File: src/rtl/sync_down_counter.sv
// Loadable down-counter with IDLE/RUN/DONE control FSM and registered tc/busy/done.
// Define SYNC_DOWN_COUNTER_AUTORELOAD_EN to reload q from rv at terminal count instead of stopping.
module sync_down_counter #(
  parameter int WIDTH = 4
) (
  input  logic             clk,
  input  logic             rst,
  input  logic             load,
  input  logic [WIDTH-1:0] load_val,
  input  logic             start,
  input  logic             en,
  output logic [WIDTH-1:0] q,
  output logic             tc,
  output logic             busy,
  output logic             done
);

  typedef enum logic [1:0] {
    IDLE = 2'd0,
    RUN  = 2'd1,
    DONE = 2'd2
  } state_t;

  localparam logic [WIDTH-1:0] ONE  = WIDTH'(1);
  localparam logic [WIDTH-1:0] ZERO = '0;

  state_t           state, state_nxt;
  logic [WIDTH-1:0] q_nxt, rv, rv_nxt;
  logic             tc_nxt;

  // NOTE: every combinational output gets a default first so no path leaves it unassigned (no latch).
  always_comb begin
    state_nxt = state;
    q_nxt     = q;
    rv_nxt    = rv;
    tc_nxt    = 1'b0;

    // Load overrides start and en in every state, including an abort from RUN.
    if (load) begin
      q_nxt     = load_val;
      rv_nxt    = load_val;
      state_nxt = IDLE;
    end else begin
      case (state)
        IDLE: begin
          if (start && (q != ZERO)) state_nxt = RUN;
        end
        RUN: begin
          if (en) begin
            if (q > ONE) begin
              q_nxt = q - ONE;
            end else if (q == ONE) begin
              tc_nxt = 1'b1;
`ifdef SYNC_DOWN_COUNTER_AUTORELOAD_EN
              if (rv != ZERO) begin
                q_nxt = rv;
              end else begin
                q_nxt     = ZERO;
                state_nxt = DONE;
              end
`else
              q_nxt     = ZERO;
              state_nxt = DONE;
`endif
            end else begin
              // q==0 in RUN is unreachable; retire quietly rather than wrap.
              state_nxt = DONE;
            end
          end
        end
        DONE: begin
          if (start && (rv != ZERO)) begin
            q_nxt     = rv;
            state_nxt = RUN;
          end
        end
        default: state_nxt = IDLE;
      endcase
    end
  end

  // NOTE: sequential state uses non-blocking assignments so all flops update from pre-edge values.
  always_ff @(posedge clk or posedge rst) begin
    if (rst) begin
      state <= IDLE;
      q     <= '0;
      rv    <= '0;
      tc    <= 1'b0;
      busy  <= 1'b0;
      done  <= 1'b0;
    end else begin
      state <= state_nxt;
      q     <= q_nxt;
      rv    <= rv_nxt;
      tc    <= tc_nxt;
      busy  <= (state_nxt == RUN);
      done  <= (state_nxt == DONE);
    end
  end

endmodule

File: config.mk
export PLATFORM = sky130hd
export DESIGN_NAME = sync_down_counter
export DESIGN_NICKNAME = d
export VERILOG_FILES = /design/src/rtl/sync_down_counter.sv
export SDC_FILE = /design/constraint.sdc
export NUM_CORES = 1
export LEC_CHECK = 0
export CAP_MARGIN = 25
export CORE_UTILIZATION = 35
export CTS_CLUSTER_SIZE = 30
export DETAILED_ROUTE_END_ITERATION = 6
export MAX_ROUTING_LAYER = met4
export PLACE_DENSITY = 0.67
export SLEW_MARGIN = 10
export SYNTH_ARGS = -nofsm -noshare
export SYNTH_HDL_FRONTEND = slang
export SYNTH_SLANG_ARGS = --single-unit
File: constraint.sdc
create_clock -name clk -period 2 [get_ports clk]
set_input_delay 0.6 -clock clk [delete_from_list [all_inputs] [get_ports clk]]
set_output_delay 0.6 -clock clk [all_outputs]
set_load 0.01 [all_outputs]
[Word-level counts from Yosys, hierarchy flattened]
Cells that the tools add are included.
Word-level totals
  register bits after elaboration: 13
  input bits: 9
  output and inout port bits: 7
  word-level logic and storage cells: 40
Cells by class
  $add $sub $neg: 1
  $lt $le $gt $ge: 1
  equal/unequal tests: 8
  muxes and demuxes: 17
  reductions and logical operators: 7
Operator list (number)
  $mux 4: 5
  $mux 2: 5
  $pmux 4 s2: 1
  $reduce_bool 4->1: 2
  $ne 3x3->1 const B: 2
  $pmux 2 s3: 1
  $mux 1: 5
  $eq 2x1->1 const B: 2
  $eq 2x2->1 const B: 2
  $eq 4x1->1 const B: 1
  $gt 4x1->1 const B: 1
  $ne 4x4->1 const B: 1
  $reduce_and 4->1: 1
  $sub 4x1->4 const B: 1
  $reduce_bool 3->1: 1
  $logic_and 1x1->1: 2
  $logic_not 2->1: 1

[Longest topological paths before layout]
  word-level depth: 6
  depth in mapped cells: 6
  mapped depth without buffers: 6

[Worst setup path after synthesis]
No wires, ideal clock.
  path type: register to register
  start point: reg q[0]
  end point: reg q[0]
  library setup time: 0.065 ns
  data arrival time: 1.623 ns
  required time: 1.935 ns
  slack: 0.313 ns
  stages on the path, launching flop included: 7
  path buffers: 0
  clock period less this slack: 1.687 ns
  cells stage by stage: dfrtp_1 -> inv_1 -> ha_1 -> or2_2 -> a211o_1 -> a31oi_1 -> mux2_2
Between the ends
  cells in the longest elaborated chain, start to end: 5
  elaborated cells between the ends (all ways): 9
  those cells by class: 1 x add/sub; 1 x order compare; 2 x eq/ne; 4 x mux; 1 x reduce/logical
RTL lines
  from (decl): line 12  | output logic [WIDTH-1:0] q,
  from (signal assigned): line 93  | q <= q_nxt;
  $sub 4x1->4 or $gt 4x1->1 (tied branches): line 51, 50
  $mux 4: line 50  | if (q > ONE) begin
  $mux 4: line 49  | if (en) begin
  $pmux 4 s2: line 44  | case (state)
  $mux 4: line 39  | if (load) begin
Several ways; a longest one is shown, not always the timed one. The select of a mux whose other input is x is not followed.
A chain may end at the register's enable or synchronous reset.

[Worst setup path in the final report]
  start point: reg q[2]
  end point: out q[2]
No word-level cell between the ends.

==> summary.md <==
| Metric | Value |
|---|---|
| Status | `finished, final reports clean` |
| Main combinational cell family by area after synthesis | `compound AO/OA/AOI/OAI gates` |
| ANT cells | `0` |
| PortBufs | `15` |
| Vias per Instance | `5.10` |
| Synth top cells by count | `dfrtp_1, inv_1, nand2_1, nor2_1` |
| Final count of pins violating max slew | `0` |
| Synth top area share | `43.5%` |
| Die W | `48.2 um` |
| First-pass GRT wire length | `2480 um` |
| Distinct cells, synth | `28` |
| Vias in the first global route | `549` |
| Crit start category | `register` |
| I/O pin count | `16` |
| Num CTS Buffers | `3` |
| FFs w/ async S/R, synth | `100%` |
| Setup-failing EPs final | `0` |
| Post-route setup slack | `0.122 ns` |
| Largest delay share family, worst path | `buffers and inverters` |
| Post-CTS Hold Buffers | `0` |
| Max Cap Viol | `0` |
| Crit-path cells | `clkdlybuf4s50_1` |
| Min-delay src | `q[1]` |
| Worst Tran Pin Value | `0.493 ns` |
| CTS tree | `done` |
| Post-route ant nets | `0` |
| Antenna violations before repair | `0` |
| Final Hold Viols | `0` |
| VDD IR max | `0.375 mV` |
| Largest net degree at the start of global routing | `14` |
| DR DRC count | `0` |
| Die span in y | `48.2 um` |
| RSZ-0062 raised after global routing | `false` |
| GPL Wtd Cong | `0.861` |
| Pre-CTS setup slack | `0.0402 ns` |
| Drt first pass iters | `4` |
| Critical Path RT | `1.40 ns` |
| Seq cells post-synth | `13` |
| Site row count | `16` |
| Worst-path fanout max | `6` |
| CP endpoint | `q[2]` |
| Critical path endpoint category | `output pin` |
| CP Launch Point | `q[2]` |
| Clock Sinks | `13` |
| Gates resized, CTS repair | `0` |
| WL per Instance | `13.5 um` |
| Area delta synth->final | `30.3%` |
| Clock buffer depth | `2` |
| Final Cycle Share | `93.9%` |
| Seq/Total Area, Yosys | `43.5%` |
| Yosys warns | `0` |
| Critical path depth | `1` |
| DP Wirelength | `1240 um` |
| Gate Count Post-Synth | `74` |
| Adder and majority gate portion of the synthesized area | `5.02%` |
| Starting DRC count in detailed routing | `10` |
| Setup Crit Path Kind | `reg2out` |
| Area contributors post-synth | `dfrtp_1, mux2_2, ha_1` |
| Hold/Removal Path Class | `reg2reg` |
| Routed via count | `617` |
| Number of enable flip-flop cells after synthesis | `0` |
| Main flop type after synthesis | `dfrtp_1` |
| Initial Utilization | `37.8%` |
| Synth Area in Simple Gates | `18.2%` |
| CORE AREA | `1980 um2` |
| Critical path's largest stage delay | `0.56 ns` |
| Arrival time at the worst endpoint | `1.28 ns` |
| Final wirelength | `1630 um` |
| Final #Nets | `107` |
| Max Clock Freq | `532 MHz` |
| PD cells | `1020 nW/um2` |
| Layout cells sized above 1 | `18.1%` |
| GRT Overall Usage | `17.0%` |
| Clock transition at path regs | `0.09 ns` |
| Mux contribution to synthesized area | `8.86%` |
| Setup TNS | `0 ns` |
| Clock H-tree levels | `1` |
| R2R Path Start | `q[0]` |
| Worst path buffer plus inverter count | `1` |
| R2R setup slack | `0.12 ns` |
| Top cell type by total area after synthesis | `dfrtp_1` |
| CTS root buf | `clkbuf_4` |
| XOR/XNOR share of the synthesized area | `1.17%` |
| Worst relative slew slack | `67.1%` |
| Slowest CP cell | `clkdlybuf4s50_1` |
| RR Endpoint | `q[1]` |
| Static Leak | `0.443 nW` |
| Syn Nets | `86` |
| R2R depth | `6` |
| Final Skew | `0.00787 ns` |
| Minimum clock period | `1.88 ns` |
| Die area | `2330 um2` |
| Post-CTS Setup Bufs | `0` |
| Clk Latency, worst-skew pair | `0.28 ns` |
| Mean post-synth cell area | `10.1 um2` |
| Area fraction in compound gates after synthesis | `18.6%` |
| GRT overflow | `0` |
| Post-Syn Area | `748 um2` |
| Cell with the most instances after synthesis | `dfrtp_1` |
==> report_power, final <==
part           total, W  internal (W)  switching [W]  leakage, nW
sequential     0.000378      0.000317      0.0000610        0.161
combinational  0.000450      0.000240       0.000210        0.264
clock          0.000164     0.0000742      0.0000902       0.0177
==> worst min-delay path by stage <==
stage,to,cells past startpoint,slack (ns)
after floorplan,busy,1,0.48
after global placement,q[1],1,0.55
after detailed placement,q[1],1,0.58
after CTS,q[1],1,0.59
after global routing,q[1],1,0.61
final,q[1],1,0.59
==> layer usage <==
metal  GRT usage (%)  up-vias  part of all wire [%]  routed length [um]
li1                -      303                     -                   -
met2            23.7       21                    44                 721
met5               -        -                     0                   0
met1            21.5      285                    48                 792
met3            3.33        8                   4.0                  65
met4            12.8        0                   3.4                  55
==> cells in the final DEF, fill, tap and decap left out, types with 2 or more instances in the layout <==
cell type,instances
a31oi_1,2
dfrtp_1,12
and3_1,4
clkbuf_4,3
nand2b_1,2
nor2b_1,2
buf_4,3
inv_1,7
o21ai_0,5
nor2_1,6
nand2_1,6
a211o_1,2
mux2_2,5
clkdlybuf4s50_1,15
ha_1,3
nor3_1,2
==> through the flow <==
step                      hold slack [ns]  total power (W)  instances  cell area, um2  util (%)
final                               0.585         0.000992        121             975      49.2
after global routing                0.612          0.00106        121             975      49.2
after CTS                           0.594          0.00100        121             973      49.1
after detailed placement            0.578         0.000832        117             946      47.7
after global placement              0.554         0.000816        117             946      47.7
after floorplan                     0.477         0.000641         74             748         -
==> layout make-up <==
cell class	instances	area [um2]
fillers	194	1010
multi-input cells	52	388
flip-flops and latches	13	327
repair buffers	18	173
well taps	27	33.8
inverters	7	26.3
clock buffers	3	22.5
clock inverters	1	5.00
==> flip-flops by register name, indices dropped and copies added, names as in the netlist <==
signal,flops
done,1
rv,4
state,2
busy,1
tc,1
q,4
==> kinds of logic (layout without fill, tap and decap cells) <==
logic type,count (synthesis),in the layout
simple gates,26,26
fa+ha+maj,3,3
xor+xnor,1,1
flops,13,13
buf+inv,9,29
compound gates,16,16
mux,6,6
No activity file was read; power rests on OpenSTA's default activity.
